### config.mk
export PLATFORM = sky130hd
export DESIGN_NAME = lcd_cmd_sched
export DESIGN_NICKNAME = d
export VERILOG_FILES = /design/src/rtl/lcd_cmd_sched.sv
export SDC_FILE = /design/constraint.sdc
export NUM_CORES = 1
export LEC_CHECK = 0
export CORE_UTILIZATION = 49
export CTS_CLUSTER_SIZE = 12
export DETAILED_ROUTE_END_ITERATION = 12
export PLACE_DENSITY = 0.72
export SLEW_MARGIN = 20
export SYNTH_ARGS = -nofsm -noshare
export SYNTH_HDL_FRONTEND = slang
export SYNTH_SLANG_ARGS = --single-unit
### constraint.sdc
create_clock -name clk -period 4 [get_ports clk]
set_input_delay 0.8 -clock clk [delete_from_list [all_inputs] [get_ports clk]]
set_output_delay 0.8 -clock clk [all_outputs]
set_load 0.05 [all_outputs]
### src/rtl/lcd_cmd_sched.sv
// ---------------------------------------------------------------------------
// lcd_cmd_sched
//
// Command scheduler in front of the 8x8 image display controller. Host
// opcodes (0..11) are buffered in a small FIFO, and illegal opcodes (12..15)
// are dropped. Commands go to the controller one at a time, and only while it
// is not busy. Completion of Write (opcode 0) frame outputs is tracked and
// reported to the host.
//
// Handshake (host side): a transfer happens on a rising clk edge when
// host_valid and host_ready are both high. host_ready depends only on FIFO
// fullness, never on host_valid. lcd_cmd_valid is a one-cycle issue strobe
// with no back-pressure; the controller signals progress through lcd_busy
// and lcd_done.
//
// Ports:
//   clk, reset      clock; asynchronous active-high reset
//   host_cmd        4-bit opcode from host
//   host_valid      host_cmd valid
//   host_ready      FIFO can accept (= !full)
//   flush           synchronous FIFO clear (also clears err_illegal)
//   lcd_cmd         last issued opcode (held between issues)
//   lcd_cmd_valid   one-cycle issue strobe
//   lcd_busy        display controller busy
//   lcd_done        display controller frame-output-complete pulse
//   frame_done      one-cycle pulse per completed Write
//   q_count         current FIFO occupancy
//   issued_cnt      commands issued since reset (wraps)
//   err_illegal     sticky: an opcode 12..15 was accepted
//   dbg_state       current FSM state (0 INIT, 1 IDLE, 2 GUARD,
//                   3 WAIT_RDY, 4 WAIT_DONE)
// ---------------------------------------------------------------------------
module lcd_cmd_sched #(
    parameter int DEPTH = 8,
    parameter int CNT_W = 16
) (
    input  logic                     clk,
    input  logic                     reset,
    input  logic [3:0]               host_cmd,
    input  logic                     host_valid,
    output logic                     host_ready,
    input  logic                     flush,
    output logic [3:0]               lcd_cmd,
    output logic                     lcd_cmd_valid,
    input  logic                     lcd_busy,
    input  logic                     lcd_done,
    output logic                     frame_done,
    output logic [$clog2(DEPTH):0]   q_count,
    output logic [CNT_W-1:0]         issued_cnt,
    output logic                     err_illegal,
    output logic [2:0]               dbg_state
);

    localparam int AW = $clog2(DEPTH);
    localparam logic [AW:0]      PTR_ONE  = 1;
    localparam logic [AW:0]      DEPTH_L  = DEPTH[AW:0];
    localparam logic [CNT_W-1:0] CNT_ONE  = 1;

    typedef enum logic [2:0] {
        ST_INIT      = 3'd0,
        ST_IDLE      = 3'd1,
        ST_GUARD     = 3'd2,
        ST_WAIT_RDY  = 3'd3,
        ST_WAIT_DONE = 3'd4
    } state_t;

    state_t            state_q, state_d;
    logic [3:0]        mem_q [DEPTH];
    logic [3:0]        mem_d [DEPTH];
    logic [AW:0]       wr_ptr_q, wr_ptr_d;
    logic [AW:0]       rd_ptr_q, rd_ptr_d;
    logic [3:0]        lcd_cmd_q, lcd_cmd_d;
    logic              lcd_cmd_valid_q, lcd_cmd_valid_d;
    logic              frame_done_q, frame_done_d;
    logic [CNT_W-1:0]  issued_cnt_q, issued_cnt_d;
    logic              err_illegal_q, err_illegal_d;

    logic [AW:0]       count;
    logic              full;
    logic              empty;
    logic [3:0]        head;
    logic              accept;
    logic              push;
    logic              illegal_seen;
    logic              issue;

    // Pointers carry one extra wrap bit, so equal low bits with different
    // wrap bits means full.
    assign count        = wr_ptr_q - rd_ptr_q;
    assign full         = (count == DEPTH_L);
    assign empty        = (count == '0);
    assign head         = mem_q[rd_ptr_q[AW-1:0]];

    assign host_ready   = !full;
    assign accept       = host_valid && host_ready;
    assign push         = accept && (host_cmd < 4'd12) && !flush;
    assign illegal_seen = accept && (host_cmd >= 4'd12);

    // Issue decision shares the FSM's IDLE state. A flush cycle never pops,
    // so a flush cannot race with an issue.
    assign issue        = (state_q == ST_IDLE) && !empty && !lcd_busy && !flush;

    // ---------------- FIFO and status datapath ----------------
    always_comb begin
        mem_d         = mem_q;
        wr_ptr_d      = wr_ptr_q;
        rd_ptr_d      = rd_ptr_q;
        err_illegal_d = err_illegal_q | illegal_seen;
        if (flush) begin
            wr_ptr_d      = '0;
            rd_ptr_d      = '0;
            err_illegal_d = 1'b0;
        end else begin
            if (push) begin
                mem_d[wr_ptr_q[AW-1:0]] = host_cmd;
                wr_ptr_d                = wr_ptr_q + PTR_ONE;
            end
            if (issue) begin
                rd_ptr_d = rd_ptr_q + PTR_ONE;
            end
        end
    end

    always_ff @(posedge clk or posedge reset) begin
        if (reset) begin
            for (int i = 0; i < DEPTH; i++) begin
                mem_q[i] <= '0;
            end
            wr_ptr_q      <= '0;
            rd_ptr_q      <= '0;
            err_illegal_q <= 1'b0;
        end else begin
            mem_q         <= mem_d;
            wr_ptr_q      <= wr_ptr_d;
            rd_ptr_q      <= rd_ptr_d;
            err_illegal_q <= err_illegal_d;
        end
    end

    // ---------------- FSM: state register ----------------
    always_ff @(posedge clk or posedge reset) begin
        if (reset) begin
            state_q <= ST_INIT;
        end else begin
            state_q <= state_d;
        end
    end

    // ---------------- FSM: next state ----------------
    always_comb begin
        state_d = state_q;
        case (state_q)
            ST_INIT:      if (!lcd_busy) state_d = ST_IDLE;
            ST_IDLE:      if (issue)     state_d = ST_GUARD;
            // lcd_busy is ignored here: the controller needs a cycle to
            // raise busy after seeing the strobe.
            ST_GUARD:     state_d = (lcd_cmd_q == 4'd0) ? ST_WAIT_DONE : ST_WAIT_RDY;
            ST_WAIT_RDY:  if (!lcd_busy) state_d = ST_IDLE;
            ST_WAIT_DONE: if (lcd_done)  state_d = ST_WAIT_RDY;
            default:      state_d = ST_INIT;
        endcase
    end

    // ---------------- FSM: outputs ----------------
    always_comb begin
        lcd_cmd_d       = lcd_cmd_q;
        lcd_cmd_valid_d = 1'b0;
        issued_cnt_d    = issued_cnt_q;
        frame_done_d    = 1'b0;
        if (issue) begin
            lcd_cmd_d       = head;
            lcd_cmd_valid_d = 1'b1;
            issued_cnt_d    = issued_cnt_q + CNT_ONE;
        end
        if ((state_q == ST_WAIT_DONE) && lcd_done) begin
            frame_done_d = 1'b1;
        end
    end

    always_ff @(posedge clk or posedge reset) begin
        if (reset) begin
            lcd_cmd_q       <= '0;
            lcd_cmd_valid_q <= 1'b0;
            issued_cnt_q    <= '0;
            frame_done_q    <= 1'b0;
        end else begin
            lcd_cmd_q       <= lcd_cmd_d;
            lcd_cmd_valid_q <= lcd_cmd_valid_d;
            issued_cnt_q    <= issued_cnt_d;
            frame_done_q    <= frame_done_d;
        end
    end

    assign lcd_cmd       = lcd_cmd_q;
    assign lcd_cmd_valid = lcd_cmd_valid_q;
    assign frame_done    = frame_done_q;
    assign issued_cnt    = issued_cnt_q;
    assign err_illegal   = err_illegal_q;
    assign q_count       = count;
    assign dbg_state     = state_q;

endmodule

==> impl_metrics.xml <==
<?xml version="1.0" encoding="UTF-8"?>
<metrics>
  <group name="run_status">
    <metric name="status" unit="">finished with violations</metric>
    <metric name="failed_checks" unit="">design-rule violations</metric>
  </group>
  <group name="floorplan">
    <metric name="initial_utilization" unit="%">51.9</metric>
    <metric name="design.die.area" unit="mm²">0.00722</metric>
    <metric name="dieWidth" unit="µm">85.0</metric>
    <metric name="std_cell_rows" unit="">29</metric>
    <metric name="num_io_pins" unit="">41</metric>
    <metric name="core_region_area" unit="mm²">0.00649</metric>
    <metric name="die-height" unit="µm">85.0</metric>
  </group>
  <group name="synthesis">
    <metric name="synth_enable_flop_cells" unit="">0</metric>
    <metric name="synth.largest_area_cell" unit="">dfrtp_1</metric>
    <metric name="yosys_warnings" unit="">0</metric>
    <metric name="mapped_cell_area" unit="mm²">0.00337</metric>
    <metric name="synth_simple_gate_area_share" unit="%">14.2</metric>
    <metric name="synth_seq_area_share" unit="%">49.0</metric>
    <metric name="postSynthRegisterBits" unit="">66</metric>
    <metric name="multiplexer_share_of_the_synthesized_area" unit="%">18.4</metric>
    <metric name="ys_async_sr_fraction" unit="%">100</metric>
    <metric name="synthXorXnorAreaFrac" unit="%">5.68</metric>
    <metric name="largest_family_of_logic_cells_by_synthesized_area" unit="">multiplexers</metric>
    <metric name="synth-main-ff-cell" unit="">dfrtp_1</metric>
    <metric name="post_synth_fa_ha_maj_area_fraction" unit="%">2.82</metric>
    <metric name="post_synthesis_compound_gate_area_fraction" unit="%">6.23</metric>
    <metric name="ys_types" unit="">46</metric>
    <metric name="syn_nets" unit="">289</metric>
    <metric name="synthesis.instances" unit="">272</metric>
    <metric name="syn-mean-instance-area" unit="µm²">12.4</metric>
    <metric name="synthDominantCellAreaShare" unit="%">49.0</metric>
    <metric name="ys_top_cells_by_area" unit="">dfrtp_1, mux2_2, mux2_4</metric>
  </group>
  <group name="pwr">
    <metric name="share_comb_of_total_power" unit="%">38.9</metric>
    <metric name="peakVddDrop" unit="mV">0.421</metric>
    <metric name="cellPowerDensity" unit="mW/mm²">605</metric>
    <metric name="sw_frac_of_total" unit="%">38.6</metric>
    <metric name="power.sequential.fraction" unit="%">37.3</metric>
    <metric name="static-leakage-power" unit="nW">1.78</metric>
    <metric name="clock_power_share" unit="%">23.8</metric>
    <metric name="internal_power_of_the_cells" unit="mW">1.50</metric>
    <metric name="netSwitchingPower" unit="mW">0.940</metric>
  </group>
  <group name="sta">
    <metric name="totalNegativeSetupSlack" unit="ps">0</metric>
    <metric name="finalSetupViolations" unit="">0</metric>
    <metric name="timing.max_slew.rel_slack" unit="%">43.9</metric>
    <metric name="slew_violations" unit="">0</metric>
    <metric name="finalClockSkew" unit="ps">8.83</metric>
    <metric name="fin_hold_ws" unit="ps">467</metric>
    <metric name="fmax" unit="MHz">271</metric>
    <metric name="worstMarginPinSlew" unit="ps">841</metric>
    <metric name="period_needed" unit="ps">3680</metric>
    <metric name="finalHoldViolations" unit="">0</metric>
    <metric name="rsz0062_at_grt" unit="">no</metric>
    <metric name="layout_worst_path_cycle_share" unit="%">92.1</metric>
  </group>
  <group name="worst_setup_path">
    <metric name="worst_setup_path_end_kind" unit="">output port</metric>
    <metric name="worst_ep_arrival_time" unit="ps">2880</metric>
    <metric name="crit_required" unit="ps">3200</metric>
    <metric name="critical_path_peak_fanout" unit="">7</metric>
    <metric name="worstSetupStartpointType" unit="">flip-flop</metric>
    <metric name="crit_type" unit="">reg -&gt; out</metric>
  </group>
  <group name="cells_and_area">
    <metric name="design_area" unit="mm²">0.00403</metric>
    <metric name="final_net_count" unit="">332</metric>
    <metric name="area_growth" unit="%">19.5</metric>
    <metric name="final_layout_size_suffix_gt1_share" unit="%">25.9</metric>
    <metric name="antenna_cells_inserted" unit="">0</metric>
    <metric name="final-instance-count-excl-fill" unit="">397</metric>
    <metric name="layout.core_utilization" unit="%">62.0</metric>
  </group>
  <group name="global_route">
    <metric name="overflow" unit="">0</metric>
    <metric name="grt_start_max_net_pins" unit="">51</metric>
    <metric name="via_count_of_the_first_global_routing_pass" unit="">2292</metric>
    <metric name="grt_util_all_layers" unit="%">20.7</metric>
    <metric name="first_pass_grt_wire_length" unit="µm">11300</metric>
    <metric name="antenna_found_initial" unit="">0</metric>
  </group>
  <group name="placed_design">
    <metric name="routabilityCongestion" unit="">0.775</metric>
    <metric name="placedCellCount" unit="">381</metric>
    <metric name="placed_cell_area" unit="mm²">0.00382</metric>
    <metric name="io_buffers" unit="">40</metric>
    <metric name="detailedPlacementHpwl" unit="µm">4780</metric>
  </group>
  <group name="routing">
    <metric name="drt.antenna.violating_nets" unit="">0</metric>
    <metric name="wl_per_cell" unit="µm">17.1</metric>
    <metric name="firstDrtPassIters" unit="">8</metric>
    <metric name="finalWirelength" unit="µm">6790</metric>
    <metric name="detail_route.iter0.violations" unit="">69</metric>
    <metric name="via_per_inst" unit="">5.60</metric>
    <metric name="drc_violation_count_after_routing" unit="">2</metric>
    <metric name="number_of_vias_in_the_routed_layout" unit="">2225</metric>
  </group>
  <group name="clock_network">
    <metric name="clk_pin_slew_worst_paths" unit="ps">70</metric>
    <metric name="cts.sink_count" unit="">66</metric>
    <metric name="cts_post_setup_buffers_inserted" unit="">0</metric>
    <metric name="cts-root-to-sink-buffers" unit="">2</metric>
    <metric name="tritoncts" unit="">yes</metric>
    <metric name="cts-buffers-inserted" unit="">9</metric>
    <metric name="ctsHoldBuffers" unit="">0</metric>
    <metric name="clock-root-buffer" unit="">clkbuf_8</metric>
    <metric name="h-tree-depth" unit="">3</metric>
    <metric name="later_pin_clock_latency_in_the_skew_report" unit="ps">340</metric>
    <metric name="ctsResizeCount" unit="">0</metric>
  </group>
  <group name="job">
    <metric name="drv.max_cap_violation_count" unit="">0</metric>
  </group>
  <group name="worst_hold_path">
    <metric name="min_path_type" unit="">reg -&gt; reg</metric>
  </group>
</metrics>
## worst max-delay path: stages, from the launching register on
cell             delay [ps]
dfrtp_1                 460
inv_1                   150
ha_1                    380
and3b_2                 250
nor3_4                  350
or2_2                   170
clkdlybuf4s50_1         790
## routing by layer
| layer | track usage, % | wire length (µm) |
|---|---|---|
| met1 | 26.8 | 3140 |
| met2 | 34.3 | 3270 |
| met3 | 3.50 | 265 |
| met4 | 9.71 | 109 |
| met5 | 0 | 0 |
## layout by cell type (no fill, tap or decap), types with 6 or more instances in the layout
cell type         n
xnor2_1          13
dfrtp_1          66
clkbuf_8         11
inv_1            10
nand2_1          21
nand3_1           9
mux2_2           21
mux4_2            8
ha_1              6
nor2_1           16
xor2_1            7
a31oi_1           6
mux2_4           13
nor3_1           11
clkdlybuf4s50_1  40
## worst paths after layout
| check | from | end | slack (ps) | cells after the start |
|---|---|---|---|---|
| max in group asynchronous | reset | mem_q[27] | 2390 | 3 |
| worst min register to register | issued_cnt[15] | issued_cnt[15] | 470 | 1 |
| min in group asynchronous | reset | dbg_state[1] | 930 | 2 |
| worst min-delay path | issued_cnt[15] | issued_cnt[15] | 470 | 1 |
| worst max-delay path | rd_ptr_q[2] | q_count[3] | 320 | 6 |
| worst max register to register | wr_ptr_q[0] | mem_q[8] | 1020 | 9 |
## cell families (layout without fill, tap and decap cells)
family / count (synthesis) / count (layout)
mux: 43 / 43
compound gates: 25 / 25
fa+ha+maj: 7 / 7
xor+xnor: 21 / 21
buf+inv: 24 / 72
flops: 66 / 66
simple gates: 86 / 86
## power by group through the flow
| stage | Combinational [mW] | Clock [mW] | Sequential, mW |
|---|---|---|---|
| after floorplan | 0.540 | 0 | 1.06 |
| after global placement | 0.939 | 0 | 0.915 |
| after detailed placement | 0.952 | 0 | 0.920 |
| after CTS | 0.958 | 0.591 | 0.909 |
| after global routing | 1.02 | 0.623 | 0.930 |
| final | 0.949 | 0.580 | 0.909 |
## sequential cells by signal (all words and copies together) (netlist names), 3 cells and up
| register | flops |
|---|---|
| issued_cnt | 16 |
| mem_q | 32 |
| rd_ptr_q | 4 |
| wr_ptr_q | 4 |
| dbg_state | 3 |
| lcd_cmd | 4 |
## cell usage after synthesis, types with 3 or more instances
master and instances:
and3_1 5, buf_2 5, nor2b_1 4, nor2_1 16, ha_1 6, nand3_1 9
mux4_2 8, a21oi_1 5, nand3_2 3, o21ai_0 3, dfrtp_1 66, nand4_1 5
mux2_2 21, xnor2_1 13, buf_6 3, mux2_4 13, a31oi_1 6, nand2_1 21
xor2_1 7, nor3_1 11, inv_1 11, clkbuf_1 4
## stage by stage
stage	setup slack [ps]	total power [mW]
final	316	2.44
after global routing	166	2.57
after CTS	314	2.46
after detailed placement	694	1.87
after global placement	746	1.85
after floorplan	528	1.60
## final cells by class
| cell class | count | area [µm²] |
|---|---|---|
| fillers | 516 | 2460 |
| flip-flops and latches | 66 | 1650 |
| multi-input cells | 182 | 1600 |
| repair buffers | 44 | 430 |
| clock buffers | 11 | 151 |
| well taps | 77 | 96.3 |
| clock inverters | 5 | 52.6 |
| inverters | 12 | 48.8 |
(Power assumes the default switching activity.)
==> variant 1 (config.mk and constraints unchanged) <==
Set the parameter `DEPTH` to 4 (it was 8).
--- a/src/rtl/lcd_cmd_sched.sv
+++ b/src/rtl/lcd_cmd_sched.sv
@@ -31,7 +31,7 @@
 //                   3 WAIT_RDY, 4 WAIT_DONE)
 // ---------------------------------------------------------------------------
 module lcd_cmd_sched #(
-    parameter int DEPTH = 8,
+    parameter int DEPTH = 4,
     parameter int CNT_W = 16
 ) (
     input  logic                     clk,
Ports: changed (resized q_count); port bits go from 41 to 40. No check against the original RTL was run, so the function may have changed too.
==> variant 1 against the unedited design <==
- area after synthesis is 32% lower
- cell area is 30% lower
- wire length is 32% lower
- clock skew is 1.2 ps lower
- total power is 23% lower
- register-to-register slack better by 220 ps
- setup slack worse by 140 ps
- global-route usage is 0.17 points higher
- sequential cell count is 18 lower
- largest cell class unchanged
==> variant 1: results (changes against the unedited design) <==
Clk_lat worst skew: 300 ps (-40 ps)
DRT Pass-1 Iters: 4 (-4)
CP Max Fanout: 7 (unchanged)
Async S/R FF share, synth: 100% (unchanged)
Detailed-route via count: 1537 (-31%)
# diodes: 0 (unchanged)
Worst reg2reg path depth: 5 (-4)
Slowest CP cell: clkdlybuf4s50_1
Final wirelength: 4600 um (-32%)
GRT Overall Usage: 20.9% (+0.17 points)
Register area share after synthesis: 52.7% (+3.7 points)
Placed cell areas: 2730 um^2 (-29%)
Top post-synthesis cells by area: dfrtp_1, mux2_2, xnor2_1
Syn_nets: 194 (-33%)
Synth warnings: 0 (unchanged)
Internal power: 0.00109 W (-27%)
Clk pin slew, worst setup/hold paths: 80 ps
Start point of the worst hold path: issued_cnt[15]
CTS Buf Count: 5 (-4)
Root buf cell: clkbuf_8
Hold depth: 1 (unchanged)
GPL Wtd Cong: 0.838 (+8.1%)
Top cells by instance count after synthesis: dfrtp_1, mux2_2, xnor2_1
Initial antenna violation count: 0 (unchanged)
Slowest stage delay, CP: 840 ps (+50 ps)
Reg-to-Reg Start: rd_ptr_q[0]
Worst-Margin Slew: 815 ps (-26.2 ps)
Hold Path Class: flip-flop to flip-flop
Post-synth cell types: 35 (-24%)
Clock tree buffer depth: 2 (unchanged)
Maximum VDD drop: 442 uV (+4.8%)
Net count, final: 239 (-28%)
Layout cells sized above 1: 16.7% (-9.3 points)
Port-buffer cells: 39 (-2.5%)
Data arrival, critical path: 3020 ps (+140 ps)
Starting DRT DRC Count: 68 (-1.4%)
R2R Path End: lcd_cmd[1]
Setup Fix Bufs, Post-CTS: 0 (unchanged)
R2r setup slk: 1240 ps (+220 ps)
Dpl hpwl: 3340 um (-30%)
Final Skew: 7.68 ps (-1.15 ps)
Outcome: finished clean
Largest net degree at the start of global routing: 38 (-25%)
CTS H-Tree Depth: 2 (-1)
Dpl ws: 510 ps (-184 ps)
Hold Path End: issued_cnt[15]
Delay-heaviest family, CP: buffers and inverters
Vias in the first global route: 1632 (-29%)
First-pass GRT wire length: 7850 um (-30%)
Cts repair resizes: 0 (unchanged)
Lkg Pwr: 1.22 nW (-32%)
Yosys top cell area share: 52.7% (+3.7 points)
-- variant 1: changes by cell type after synthesis, moves of 4 or more --
cell / unedited run / this run
nor2b_1: 4 / 0
a31oi_1: 6 / 1
dfrtp_1: 66 / 48
buf_2: 5 / 0
clkbuf_1: 4 / 0
a21oi_1: 5 / 0
nor3_1: 11 / 1
mux4_2: 8 / 4
and3_1: 5 / 0
nand2_1: 21 / 10
mux2_4: 13 / 0
-- variant 1: logic make-up (layout without fill, tap and decap cells) --
| group | after synthesis | count (layout) | synth area share [%] |
|---|---|---|---|
| xor gates and xnor gates | 20 | 20 | 8.29 |
| muxes | 27 | 27 | 15.2 |
| adders and majority gates | 8 | 8 | 4.72 |
| buffers and inverters | 11 | 57 | 2.14 |
| and+or+nand+nor | 49 | 49 | 11.3 |
| DFF | 48 | 48 | 52.7 |
| AOI/OAI and AO/OA | 13 | 13 | 5.71 |
-- variant 1: layout make-up --
| cell class | count | area, um^2 |
|---|---|---|
| inverters | 9 | 33.8 |
| repair buffers | 40 | 398 |
| clock buffers | 8 | 90.1 |
| well taps | 52 | 65.1 |
| flip-flops and latches | 48 | 1200 |
| fillers | 339 | 1600 |
| multi-input cells | 117 | 1030 |
-- variant 1: power by group through the flow --
stage / sequential (W) / clock, W / combinational (W)
2_1_floorplan: 0.000887 / 0 / 0.000435
3_3_place_gp: 0.000723 / 0 / 0.000828
3_5_place_dp: 0.000732 / 0 / 0.000851
4_1_cts: 0.000724 / 0.000299 / 0.000855
5_1_grt: 0.000742 / 0.000319 / 0.000900
6_report: 0.000724 / 0.000293 / 0.000852
-- variant 1: how the worst max path moves through the flow --
stage	from	end	slack (ps)	depth (start not counted)
after global placement	rd_ptr_q[0]	host_ready	560	6
after global routing	rd_ptr_q[0]	host_ready	50	6
final	rd_ptr_q[0]	host_ready	180	6
after CTS	rd_ptr_q[0]	host_ready	170	6
after detailed placement	rd_ptr_q[0]	host_ready	510	6
after floorplan	rd_ptr_q[0]	host_ready	970	5
-- variant 1: metal layers --
layer	GRT usage (%)	wire, um
met5	0	0
met4	9.11	102
met3	4.62	179
met2	32.9	2180
met1	28.0	2140
-- variant 1: per-stage QoR --
stage                     std cells  hold slack, ps  util (%)
after global routing            274             512      63.8
after CTS                       274             482      63.8
final                           274             483      63.8
after detailed placement        266             467      61.8
after global placement          266             460      61.8
after floorplan                 176             474         -
-- variant 1: worst reg2reg max path: cells and delay by family, from the launching register on --
| family | cells | cell delay [ps] |
|---|---|---|
| AO/OA/AOI/OAI | 1 | 750 |
| XOR/XNOR | 1 | 330 |
| adder cells (fa/ha/maj) | 2 | 630 |
| flip-flops | 1 | 510 |
| multiplexers | 1 | 420 |
==> variant 2 (same settings) <==
Made on the original files. Make the reset (`reset`) synchronous in 3 clocked blocks. Comments in the files are not updated.
--- a/src/rtl/lcd_cmd_sched.sv
+++ b/src/rtl/lcd_cmd_sched.sv
@@ -121,7 +121,7 @@
         end
     end
 
-    always_ff @(posedge clk or posedge reset) begin
+    always_ff @(posedge clk) begin
         if (reset) begin
             for (int i = 0; i < DEPTH; i++) begin
                 mem_q[i] <= '0;
@@ -138,7 +138,7 @@
     end
 
     // ---------------- FSM: state register ----------------
-    always_ff @(posedge clk or posedge reset) begin
+    always_ff @(posedge clk) begin
         if (reset) begin
             state_q <= ST_INIT;
         end else begin
@@ -177,7 +177,7 @@
         end
     end
 
-    always_ff @(posedge clk or posedge reset) begin
+    always_ff @(posedge clk) begin
         if (reset) begin
             lcd_cmd_q       <= '0;
             lcd_cmd_valid_q <= 1'b0;
Function: differs if reset is asserted again (counterexample within 4 cycles, from zero or initial values and one cycle with reset high); with reset held inactive, the same outputs for 10 cycles.
==> variant 2 against the unedited design <==
- maximum frequency fell by 3.6%
- die area is 4.5% lower
- cell area is 3.8% lower
- setup slack got worse by 140 ps
- sequential share of layout area shrank 6.9 points
- global-route usage increased by 1.2 points
- wire length is 4.8% higher
- clock skew decreased by 3.4 ps
- critical path depth rose by 1
- area after synthesis decreased by 4.6%
- via count increased by 24%
- count of clock-buffer cells in the layout is 1 higher
- sequential cell count is the same
- critical endpoint is now host_ready
Power is not compared: it rests on default switching activity, and its combinational part moved more than twofold at a synthesized area within 25%.
==> variant 2: results (changes against the unedited design) <==
Outcome: finished clean
Met2 usage: 37.8% (+3.5 points)
Met1 GRT Util: 27.1% (+0.29 points)
Setup Fix Bufs, Post-CTS: 0 (unchanged)
Largest net degree at the start of global routing: 29 (-43%)
Hold Path Class: flip-flop to flip-flop
Syn_nets: 361 (+25%)
DR WL met2: 3560 um (+8.8%)
Layout cells sized above 1: 9.84% (-16 points)
CP Max Fanout: 9 (+2)
# fillers: 534 (+3.5%)
Crit Path Class: flip-flop to primary output
Detailed-route via count: 2752 (+24%)
Dpl hpwl: 5030 um (+5.2%)
Final wirelength: 7110 um (+4.8%)
Initial antenna violation count: 0 (unchanged)
Area leader, netlist: dfxtp_1
DRT Pass-1 Iters: 6 (-2)
Met1 wire length: 3200 um (+1.7%)
Clk_lat worst skew: 340 ps (about the same)
Starting DRT DRC Count: 113 (+64%)
Async S/R FF share, synth: 0% (-100 points)
Register area share after synthesis: 41.1% (-7.9 points)
Slowest stage delay, CP: 730 ps (-60 ps)
Dpl cells: 447 (+17%)
Placed cell areas: 3680 um^2 (-3.8%)
GR met3 Demand/Resource: 4.08% (+0.57 points)
Net count, final: 398 (+20%)
Rel. slew slack: 44.5% (+0.62 points)
Top cells by instance count after synthesis: dfxtp_1, nand2_1, mux2i_1
Vias/cell: 5.94 (+6.1%)
Top post-synthesis cells by area: dfxtp_1, mux2i_1, mux4_2
Final Skew: 5.38 ps (-3.45 ps)
Data arrival, critical path: 3020 ps (+140 ps)
GRT Overall Usage: 22.0% (+1.2 points)
Vias in the first global route: 2618 (+14%)
Dpl ws: 580 ps (-114 ps)
GPL Wtd Cong: 0.798 (+3.0%)
Post-synth cell types: 45 (-2.2%)
First-pass GRT wire length: 12300 um (+8.9%)
Avg Cell Area, Syn: 9.35 um^2 (-25%)
Met3 routed WL: 234 um (-12%)
variant 2: cell types whose count changed after synthesis, sizes merged, moves of 4 or more:
cell	before	now
nand2	21	46
a211oi	0	4
mux2	34	0
xor2	8	2
xnor2	13	2
clkbuf	4	14
or4	0	12
dfxtp	0	66
dfrtp	66	0
nor2	16	12
mux2i	1	38
a21oi	6	23
o31ai	1	12
nor3	12	6
variant 2: logic make-up (layout without fill, tap and decap cells):
logic type | after synthesis | count (layout) | synth area share (%)
AOI/OAI and AO/OA | 63 | 63 | 12.8
buffers and inverters | 33 | 75 | 4.28
DFF | 66 | 66 | 41.1
and+or+nand+nor | 125 | 125 | 20.5
xor gates and xnor gates | 4 | 4 | 1.09
adders and majority gates | 7 | 7 | 2.95
muxes | 46 | 46 | 17.4
variant 2: area by class of cell:
type | count | area (um^2) | area share [%]
Multi-Input combinational cell | 245 | 1760 | 45.4
Clock inverter | 4 | 51.3 | 1.32
Timing Repair Buffer | 48 | 460 | 11.9
Inverter | 11 | 41.3 | 1.07
Clock buffer | 12 | 145 | 3.75
Sequential cell | 66 | 1320 | 34.1
Tap cell | 77 | 96.3 | 2.49
variant 2: where the power goes:
part	leakage, nW	internal [W]	total [W]	switching (W)
sequential	0.532	0.000661	0.000666	0.00000485
combinational	0.861	0.0000312	0.0000848	0.0000536
clock	0.0966	0.000305	0.000557	0.000252
total	1.49	0.000998	0.00131	0.000310
variant 2: worst paths after layout:
| path | startpoint | end | slack [ps] | cells past startpoint |
|---|---|---|---|---|
| hold / removal | mem_q[27] | mem_q[27] | 460 | 2 |
| setup / recovery | rd_ptr_q[0] | host_ready | 180 | 7 |
| hold reg to reg | mem_q[27] | mem_q[27] | 460 | 2 |
| setup reg to reg | rd_ptr_q[0] | lcd_cmd[3] | 850 | 8 |
